## config.mk

```make
export PLATFORM = sky130hd
export DESIGN_NAME = axis_frame_len_arb
export DESIGN_NICKNAME = d
export VERILOG_FILES = /design/src/rtl/axis_frame_len_arb.sv
export SDC_FILE = /design/constraint.sdc
export NUM_CORES = 1
export LEC_CHECK = 0
export ABC_AREA = 1
export BUFFER_PORTS_ARGS = -buffer_cell sky130_fd_sc_hd__buf_2
export CORE_ASPECT_RATIO = 1.5
export CORE_MARGIN = 2
export CORE_UTILIZATION = 50
export DETAILED_ROUTE_END_ITERATION = 7
export PLACE_DENSITY_LB_ADDON = 0.05
export SLEW_MARGIN = 20
export SYNTH_ARGS = -nofsm -noshare
export SYNTH_HDL_FRONTEND = slang
export SYNTH_SLANG_ARGS = --single-unit
```

## constraint.sdc

```tcl
create_clock -name clk -period 6.2 [get_ports clk]
set_input_delay 0.93 -clock clk [delete_from_list [all_inputs] [get_ports clk]]
set_output_delay 0.93 -clock clk [all_outputs]
set_load 0.005 [all_outputs]
```

## src/rtl/axis_frame_len_arb.sv

```systemverilog
// Collects one-cycle frame length results from several monitors into per-channel
// pending slots and drains them round-robin onto one valid/ready status stream.
module axis_frame_len_arb #(
   parameter int unsigned PORTS          = 4,
   parameter int unsigned LEN_WIDTH      = 16,
   parameter int unsigned DROP_CNT_WIDTH = 8,
   parameter int unsigned PORT_WIDTH     = (PORTS > 1) ? $clog2(PORTS) : 1
) (
   input  logic                              clk,
   input  logic                              rst,
   input  logic [PORTS*LEN_WIDTH-1:0]        in_frame_len,
   input  logic [PORTS-1:0]                  in_frame_len_valid,
   output logic [LEN_WIDTH-1:0]              out_frame_len,
   output logic [PORT_WIDTH-1:0]             out_port,
   output logic                              out_valid,
   input  logic                              out_ready,
   output logic [PORTS-1:0]                  drop,
   output logic [PORTS*DROP_CNT_WIDTH-1:0]   drop_count,
   input  logic                              clear_drop
);

   localparam logic [DROP_CNT_WIDTH-1:0] CNT_MAX = {DROP_CNT_WIDTH{1'b1}};
   localparam logic [PORT_WIDTH-1:0]     LAST_RST = PORT_WIDTH'(PORTS - 1);

   logic [PORTS-1:0]                 pend_valid;
   logic [PORTS-1:0][LEN_WIDTH-1:0]  pend_len;
   logic [PORT_WIDTH-1:0]            last;

   logic                             loadable_c;
   logic                             any_pend_c;
   logic [PORT_WIDTH-1:0]            sel_c;
   logic [PORTS-1:0]                 grant_c;
   logic [PORTS-1:0]                 accept_c;
   logic [PORTS-1:0]                 lost_c;

   // Round-robin pick: first pending slot after the last grant, wrapping.
   always_comb begin
      int unsigned idx;
      any_pend_c = 1'b0;
      sel_c      = '0;
      idx        = 0;
      for (int unsigned k = 1; k <= PORTS; k++) begin
         idx = (32'(last) + k) % PORTS;
         if (!any_pend_c && pend_valid[idx]) begin
            any_pend_c = 1'b1;
            sel_c      = PORT_WIDTH'(idx);
         end
      end
   end

   assign loadable_c = !out_valid || out_ready;

   always_comb begin
      grant_c = '0;
      if (loadable_c && any_pend_c) begin
         grant_c[sel_c] = 1'b1;
      end
   end

   // A slot being granted this cycle can take a new result without loss.
   assign accept_c = in_frame_len_valid & (~pend_valid | grant_c);
   assign lost_c   = in_frame_len_valid & ~accept_c;

   always_ff @(posedge clk) begin
      if (rst) begin
         pend_valid <= '0;
         pend_len   <= '0;
      end else begin
         for (int i = 0; i < int'(PORTS); i++) begin
            if (accept_c[i]) begin
               pend_valid[i] <= 1'b1;
               pend_len[i]   <= in_frame_len[i*LEN_WIDTH +: LEN_WIDTH];
            end else if (grant_c[i]) begin
               pend_valid[i] <= 1'b0;
            end
         end
      end
   end

   // Output stage; holds while stalled, empties when nothing is pending.
   always_ff @(posedge clk) begin
      if (rst) begin
         out_valid     <= 1'b0;
         out_frame_len <= '0;
         out_port      <= '0;
         last          <= LAST_RST;
      end else if (loadable_c) begin
         if (any_pend_c) begin
            out_valid     <= 1'b1;
            out_frame_len <= pend_len[sel_c];
            out_port      <= sel_c;
            last          <= sel_c;
         end else begin
            out_valid     <= 1'b0;
         end
      end
   end

   always_ff @(posedge clk) begin
      if (rst) begin
         drop       <= '0;
         drop_count <= '0;
      end else begin
         drop <= lost_c;
         for (int i = 0; i < int'(PORTS); i++) begin
            if (clear_drop) begin
               drop_count[i*DROP_CNT_WIDTH +: DROP_CNT_WIDTH] <=
                  lost_c[i] ? DROP_CNT_WIDTH'(1) : '0;
            end else if (lost_c[i] &&
                         drop_count[i*DROP_CNT_WIDTH +: DROP_CNT_WIDTH] != CNT_MAX) begin
               drop_count[i*DROP_CNT_WIDTH +: DROP_CNT_WIDTH] <=
                  drop_count[i*DROP_CNT_WIDTH +: DROP_CNT_WIDTH] + DROP_CNT_WIDTH'(1);
            end
         end
      end
   end

endmodule

```

## Word level (Yosys, flattened, before mapping)

Index checks and enable logic that the tools add are counted.

| operators by class | value |
|---|---|
| $add $sub $neg | 8 |
| magnitude comparators | 6 |
| equal/unequal tests | 4 |
| multiplexer cells | 42 |
| bitwise gates (word level) | 5 |
| reductions and logical operators | 23 |

Operator list:

| operator | count |
|---|---|
| 2-to-1 mux 8 bit | 8 |
| adder 8 x 1 -> 8 bit, second input constant | 4 |
| binary-select mux 16 bit (select 2 bit) | 1 |
| != test 8 bit, second input constant | 4 |
| 2-to-1 mux 1 bit | 22 |
| 2-to-1 mux 16 bit | 1 |
| nonzero test 2 bit | 8 |
| less-than comparator 2 x 3 -> 1 bit, second input constant | 5 |
| logical AND 1 bit | 9 |
| AND 4 bit | 2 |
| binary-select mux 1 bit (select 2 bit) | 4 |
| 2-to-1 mux 2 bit | 4 |
| inverter 4 bit | 2 |
| adder 2 x 1 -> 2 bit, second input constant | 2 |
| adder 2 bit, second input constant | 2 |
| zero test 1 bit | 4 |
| 2-to-1 mux 4 bit | 1 |
| bitwise OR 4 bit | 1 |
| demux 1 bit (select 2 bit) | 1 |
| >= comparator 2 x 1 -> 1 bit, second input constant | 1 |
| AND reduction 2 bit | 1 |
| logical OR 1 bit | 1 |

| word-level totals | value |
|---|---|
| flip-flop bits (word level) | 125 |
| input bits | 72 |
| word-level logic and storage cells | 105 |

## Longest topological paths before layout

Gate-level depths: netlist of the first run.

| depth | value |
|---|---|
| word-level depth | 25 |
| gate-level depth with buffers | 19 |

## Worst setup path before layout of the first run

OpenSTA, ideal clock, no wires.

| timing | value |
|---|---|
| path kind | in2reg |
| start point | input port out_ready |
| end point | register out_frame_len[14] |
| arrival time | 1893 ps |
| path slack | 4194 ps |
| cell stages on the path | 11 |
| path through | nor2_1 inv_1 nand2_2 buf_6 inv_4 buf_2 buf_4 nor2_1 nor2_1 o21ai_1 inv_1 |

| between the ends | value |
|---|---|
| longest elaborated chain between the ends | 2 |

Ends and longest elaborated chain:

| what | RTL line | text |
|---|---|---|
| from (decl) | 16 | `input logic out_ready,` |
| logical OR 1 bit | 51 | `assign loadable_c = !out_valid \|\| out_ready;` |
| AND reduction 2 bit (no source line) | - |  |
| to (signal assigned) | 90 | `out_frame_len <= pend_len[sel_c];` |
| to (decl) | 13 | `output logic [LEN_WIDTH-1:0] out_frame_len,` |

No other way between the ends.
A chain may end at the register's enable or synchronous reset.

## Final worst setup path of the first run

| timing | value |
|---|---|
| start point | register last[0] |
| end point | register drop_count[3] |

| between the ends | value |
|---|---|
| longest elaborated chain between the ends | 24 |
| elaborated cells on any way between the ends | 39 |
| those cells by class | add/sub (4); order compare (2); mux (19); bitwise (4); reduce/logical (10) |

Ends and longest elaborated chain:

| what | RTL line | text |
|---|---|---|
| from (decl) | 27 | `logic [PORT_WIDTH-1:0] last;` |
| from (signal assigned) | 92 | `last <= sel_c;` |
| adder 2 x 1 -> 2 bit | 43 | `idx = (32'(last) + k) % PORTS;` |
| binary-select mux 1 bit (select 2 bit) | 44 | `if (!any_pend_c && pend_valid[idx]) begin` |
| 2-to-1 mux 1 bit (implied by the code) | 44 |  |
| 2-to-1 mux 1 bit | 44 |  |
| zero test 1 bit | 44 |  |
| logical AND 1 bit | 44 |  |
| 2-to-1 mux 1 bit | 44 |  |
| zero test 1 bit | 44 |  |
| [... 8 more ...] | - |  |
| demux 1 bit (select 2 bit) | 56 | `grant_c[sel_c] = 1'b1;` |
| 2-to-1 mux 4 bit (*) | 55 | `if (loadable_c && any_pend_c) begin` |
| bitwise OR 4 bit (*) | 61 | `assign accept_c = in_frame_len_valid & (~pend_valid \| grant_c);` |
| AND 4 bit (*) | 61 |  |
| inverter 4 bit (*) | 62 | `assign lost_c = in_frame_len_valid & ~accept_c;` |
| AND 4 bit (*) | 62 |  |
| logical AND 1 bit (*) | 109 | `end else if (lost_c[i] &&` |
| nonzero test 2 bit (no source line) (*) | - |  |
| to (signal, indexed assignment) | 107 | `drop_count[i*DROP_CNT_WIDTH +: DROP_CNT_WIDTH] <=` |
| to (signal, indexed assignment) | 111 | `drop_count[i*DROP_CNT_WIDTH +: DROP_CNT_WIDTH] <=` |
| to (decl) | 18 | `output logic [PORTS*DROP_CNT_WIDTH-1:0] drop_count,` |

Mark *: on every way between the ends. The rest lies on a longest branch, timed or not. The select of a mux whose other input is x is not followed.

==> results.py, run 1 <==
metrics = {
    "run_status": {
        "status": "finished clean",
    },
    "placement": {
        "dp_hpwl_mm": 11.1,
        "dp_worst_setup_slack_ps": 3150,
        "place.gp.congestion": 0.856,
        "portBuffers": 126,
    },
    "cts": {
        "insertion_delay_ps": 410,
        "clk_root_buffer_cell": "clkbuf_16",
        "cts_resized": 0,
        "cts_hold_buffers": 0,
        "post-cts-setup-buffers": 0,
        "cts_sinks": 125,
        "clk_path_buf_depth": 2,
        "clkSlewWorstSetupHoldPaths_ps": 60,
        "cts_made_buffers": 17,
        "cts_tree": "built",
        "htree_levels": 4,
    },
    "drt": {
        "post_drt_wl_per_cell_um": 14.5,
        "routed.top_layer": "met4",
        "wl_met3_um": 809,
        "routed_wl_mm": 15.8,
        "vias": 5787,
        "drt-met1-wl_mm": 6.33,
        "drtIter0Drc": 268,
        "dr.pass1.iters": 4,
        "dr_wl_met2_mm": 8.35,
        "via_per_inst": 5.30,
        "drc": 0,
        "drtAntennaViolNets": 0,
    },
    "worst_setup_path": {
        "startpoint_type": "register",
        "critPathArrivalTime_ps": 3420,
        "r2r-start": "last[0]",
        "cp-startpoint": "last[0]",
        "required_ps": 6530,
        "end_kind": "register",
        "crit_fanout": 36,
        "criticalPathCategory": "reg2reg",
    },
    "sta": {
        "tightestPinTransition_ps": 930,
        "fin_tns_setup_ps": 0,
        "setup_slack_ps": 3110,
        "period_needed_ps": 3090,
        "relSlewSlack": 0.380,
        "fmax_mhz": 323,
        "finalSetupViolCount": 0,
        "slew_viol_final": 0,
        "hold_violations": 0,
        "hold_ws_ps": 460,
        "grt_setup_unrepaired": "no",
        "fin_crit_sh": 0.499,
        "skew_ps": 9.40,
    },
    "synth": {
        "yosysUniqueCellTypes": 36,
        "syn_area_um2": 5940,
        "avgSynthCellArea_um2": 7.15,
        "synthCells": 831,
        "synth_seq_area_share": 0.421,
        "synth_edf_count": 0,
        "async_reset_ff_frac": 0,
        "synth_nets": 907,
        "ys_ff_latch": 125,
        "synth_ff_type": "dfxtp_1",
        "yosysWarnings": 0,
    },
    "power": {
        "p_comb_frac": 0.404,
        "sequentialPowerShare": 0.289,
        "power.switching_w": 0.00150,
        "cell_internal_pwr_w": 0.00216,
        "power_density_nw_per_um2": 511,
        "sw_frac_of_total": 0.410,
        "vdd_drop_max_mv": 0.282,
        "p_leak_nw": 3.21,
        "design_power_total_w": 0.00367,
        "clkPwrFrac": 0.307,
    },
    "finish": {
        "diodes": 0,
        "fin_nets": 1005,
        "drive_above_1_share": 0.209,
        "syn_to_final_growth_pct": 20.7,
        "final_common_cell": "nor2_1",
        "final_util": 0.622,
        "layout_common_cells": "nor2_1, buf_2, dfxtp_1",
    },
    "global_route": {
        "grt_pass1_wl_mm": 25.5,
        "overflow": 0,
        "antenna_found_initial": 0,
        "grt_pass1_vias": 5409,
        "grt_max_degree": 53,
        "grtUsageTotal": 0.253,
    },
    "run": {
        "cap_violations": 0,
    },
    "die": {
        "die_area_um2": 12800,
        "rows": 48,
        "pin_count": 127,
        "core_area_um2": 11500,
        "chipHeight_um": 138,
        "start_util": 0.515,
        "die_w_um": 93.0,
    },
    "min_path": {
        "hold_path_class": "reg2reg",
        "min-delay-start": "pend_len[7]",
    },
}
-- power by group through the flow --
| stage | registers [W] | logic, W | clock network [W] |
|---|---|---|---|
| 6_report | 0.00106 | 0.00148 | 0.00113 |
| 5_1_grt | 0.00108 | 0.00168 | 0.00117 |
| 4_1_cts | 0.00106 | 0.00149 | 0.00114 |
| 3_5_place_dp | 0.00108 | 0.00148 | 0 |
| 3_3_place_gp | 0.00107 | 0.00145 | 0 |
| 2_1_floorplan | 0.00104 | 0.00116 | 0 |
-- sequential cells by signal, indices dropped and copies added, names as in the netlist --
signal / flops
drop: 4
drop_count: 32
last: 2
out_frame_len: 16
out_port: 2
out_valid: 1
pend_len: 64
pend_valid: 4
-- synthesized netlist by cell type (2+ instances only) --
master      n  area share
buf_4       4      0.0051
xnor2_1     3      0.0044
nand3b_1    2      0.0025
nor2_1    155       0.098
nor2_4      3      0.0057
nor4_1      2      0.0021
buf_6       9       0.017
xor2_1     10       0.015
o21ai_0    82       0.069
nand2_4     6       0.011
nand2_2    15       0.016
ha_1        4      0.0084
inv_1      68       0.043
nand4_1     6      0.0063
a21oi_1    94       0.079
nand4_4     2      0.0072
nor3_1     11      0.0093
nand3_1    41       0.035
inv_2       3      0.0019
o21ai_1    53       0.045
clkbuf_1   24       0.015
nand2_1    82       0.052
dfxtp_1   125        0.42
nand3_4     2      0.0059
buf_2       8      0.0067
inv_4       3      0.0032
clkinv_1    2      0.0013
buf_1       3      0.0019
o211ai_1    2      0.0025
-- per-stage QoR --
stage               instances  instance area (um2)
floorplan                 831                 5940
global placement         1060                 6490
detailed placement       1060                 6490
CTS                      1092                 7170
global route             1092                 7170
finish                   1092                 7170
-- final cells by class --
cell class | count | area (um2)
inverters | 76 | 293
well taps | 150 | 188
clock inverters | 9 | 180
fillers | 1123 | 4360
clock buffers | 23 | 498
multi-input cells | 582 | 2870
repair buffers | 127 | 638
flip-flops and latches | 125 | 2500
-- metal layers --
layer  global-route usage  up-vias
met5                    0        -
met4               0.0915        0
met3               0.0514       29
met2                0.463      193
met1                0.289     2646
li1                     -     2919
-- path summary, 6_finish.rpt --
| kind | cells past startpoint | end | slack, ps |
|---|---|---|---|
| max | 14 | drop_count[3] | 3110 |
| min | 2 | pend_len[7] | 460 |
| max reg2reg | 14 | drop_count[3] | 3110 |
| min reg2reg | 2 | pend_len[7] | 460 |
-- cells by family (layout without fill, tap and decap cells) --
group	after synthesis	in the layout	share of synthesized area
AOI/OAI and AO/OA	234	234	0.200
and+or+nand+nor	331	331	0.256
DFF	125	125	0.421
xor gates and xnor gates	13	13	0.0192
buffers and inverters	124	235	0.0952
adders and majority gates	4	4	0.00842
-- worst max-delay path: stages, from the launching register on --
cell and delay (ps):
dfxtp_1 520, inv_4 130, nand2_1 80, nand2_1 100, nand2_2 100, nand2_2 80, nor2_4 100, nand4_1 100
nand2_2 560, inv_2 100, nand3_2 110, nand4_1 410, nand2_1 370, nand2_1 110, a21oi_1 140
Power figures use the tool's default switching activity.
==> run 2, diff against run 1 <==
Settings changed: CORE_UTILIZATION 50 to 49.
Clock period 6.2 ns to 2.75 ns, I/O delays scaled along.
==> run 2 against run 1 <==
Compared with the run above: wire length rose by 4.5%; first-iteration DRC count shrank 5.2%; register-to-register slack worse by 2800 ps; largest power group unchanged.
==> results.py, run 2 (synthesized netlist as in run 1, its figures left out) <==
metrics = {
    "die": {
        "die_w_um": 93.9,
        "start_util": 0.500,
        "pin_count": 127,
        "die_area_um2": 13000,
        "chipHeight_um": 139,
        "rows": 49,
        "core_area_um2": 11900,
    },
    "worst_setup_path": {
        "crit_family": "simple AND/OR/NAND/NOR gates",
        "path_cells": "inv_2, nand2_1, nand2_1, nand2_2, nand2_2, nor2_4, nand3_1, nand2_1, nand2_4, nor2_4, nand2_2, nand2_4, nand2_4, o21ai_0, nor2_1",
        "path_buf_inv": 1,
        "end_kind": "register",
        "rrSetupSlack_ps": 300,
        "crit_fanout": 32,
        "required_ps": 3050,
        "critPathArrivalTime_ps": 2750,
        "criticalPathCategory": "reg2reg",
        "startpoint_type": "register",
        "reg2reg_depth": 15,
        "slowest_delay_ps": 470,
        "r2r_end": "pend_len[17]",
        "r2r-start": "last[1]",
        "cp_slowest_cell": "dfxtp_1",
    },
    "min_path": {
        "min_delay_path_depth": 3,
        "min_to": "pend_len[58]",
        "min-delay-start": "in_frame_len[58]",
        "hold_path_class": "in2reg",
    },
    "placement": {
        "dp_hpwl_mm": 12.2,
        "place.gp.congestion": 0.827,
        "dp_worst_setup_slack_ps": 197,
        "portBuffers": 126,
    },
    "run": {
        "cap_violations": 0,
    },
    "sta": {
        "grt_setup_unrepaired": "no",
        "fmax_mhz": 409,
        "skew_ps": 7.50,
        "hold_violations": 0,
        "hold_ws_ps": 228,
        "setup_slack_ps": 305,
        "fin_tns_setup_ps": 0,
        "relSlewSlack": 0.629,
        "finalSetupViolCount": 0,
        "slew_viol_final": 0,
        "tightestPinTransition_ps": 557,
        "period_needed_ps": 2450,
        "fin_crit_sh": 0.889,
    },
    "finish": {
        "layout_common_cells": "nor2_1, buf_2, dfxtp_1",
        "syn_to_final_growth_pct": 21.5,
        "largestRegisters": "pend_len: 64 flops, drop_count: 32 flops, out_frame_len: 16 flops",
        "final_common_cell": "nor2_1",
        "largest_register_ffs": 64,
        "top_register": "pend_len",
        "drive_above_1_share": 0.225,
        "fin_nets": 1022,
        "diodes": 0,
    },
    "cts": {
        "cts_made_buffers": 17,
        "clkSlewWorstSetupHoldPaths_ps": 60,
        "post-cts-setup-buffers": 0,
        "insertion_delay_ps": 420,
        "clk_root_buffer_cell": "clkbuf_16",
        "cts_sinks": 125,
        "clk_path_buf_depth": 2,
        "cts_tree": "built",
        "htree_levels": 4,
    },
    "drt": {
        "dr.pass1.iters": 5,
        "drtIter0Drc": 254,
        "drtAntennaViolNets": 0,
        "routed_wl_mm": 16.5,
        "vias": 5847,
        "drc": 0,
        "via_per_inst": 5.26,
        "post_drt_wl_per_cell_um": 14.9,
    },
    "power": {
        "design_power_total_w": 0.00821,
        "vdd_drop_max_mv": 0.505,
        "power_density_nw_per_um2": 1140,
        "p_leak_nw": 3.25,
    },
    "global_route": {
        "grt_pass1_wl_mm": 26.3,
        "grt_pass1_vias": 5434,
        "grt_max_degree": 63,
        "overflow": 0,
        "antenna_found_initial": 0,
        "grtUsageTotal": 0.257,
    },
    "run_status": {
        "status": "finished clean",
    },
}
## run 2: what timing repair did
item	4_1_cts	5_1_grt
hold buffers	0	0
endpoints found under the setup margin	0	62
gates resized for setup	0	2
## run 2: how the worst max path moves through the flow
stage             from            to  cells after the start
5_1_grt        last[1]  pend_len[22]                     15
2_1_floorplan  last[0]  pend_len[23]                     18
4_1_cts        last[0]  pend_len[12]                     13
6_report       last[1]  pend_len[17]                     15
3_5_place_dp   last[0]  pend_len[13]                     13
3_3_place_gp   last[0]   pend_len[1]                     13
## run 2: final cells by class
| cell class | instances | area (um2) |
|---|---|---|
| fillers | 1182 | 4670 |
| multi-input cells | 582 | 2880 |
| flip-flops and latches | 125 | 2500 |
| repair buffers | 144 | 766 |
| clock buffers | 17 | 425 |
| inverters | 76 | 293 |
| well taps | 153 | 191 |
| clock inverters | 15 | 163 |
## run 2: per-stage QoR
step / utilization / std cells / instance area, um2
after floorplan: - / 831 / 5940
after global placement: 0.557 / 1080 / 6630
after detailed placement: 0.557 / 1080 / 6630
after CTS: 0.607 / 1112 / 7210
after global routing: 0.607 / 1112 / 7220
final: 0.607 / 1112 / 7220
## run 2: routing by layer
metal / global-route usage / part of all wire
met5: 0 / 0
met4: 0.116 / 0.036
met3: 0.0582 / 0.043
met2: 0.465 / 0.53
met1: 0.278 / 0.39
## run 2: where the power goes
group | total [W] | internal [W] | switching, W
sequential | 0.00239 | 0.00216 | 0.000221
combinational | 0.00361 | 0.00120 | 0.00242
clock | 0.00221 | 0.00135 | 0.000867
total | 0.00821 | 0.00471 | 0.00351
## run 2: tightest hold or removal path: stages
cell,delay (ps)
buf_2,70
o21ai_1,60
nor2_1,70
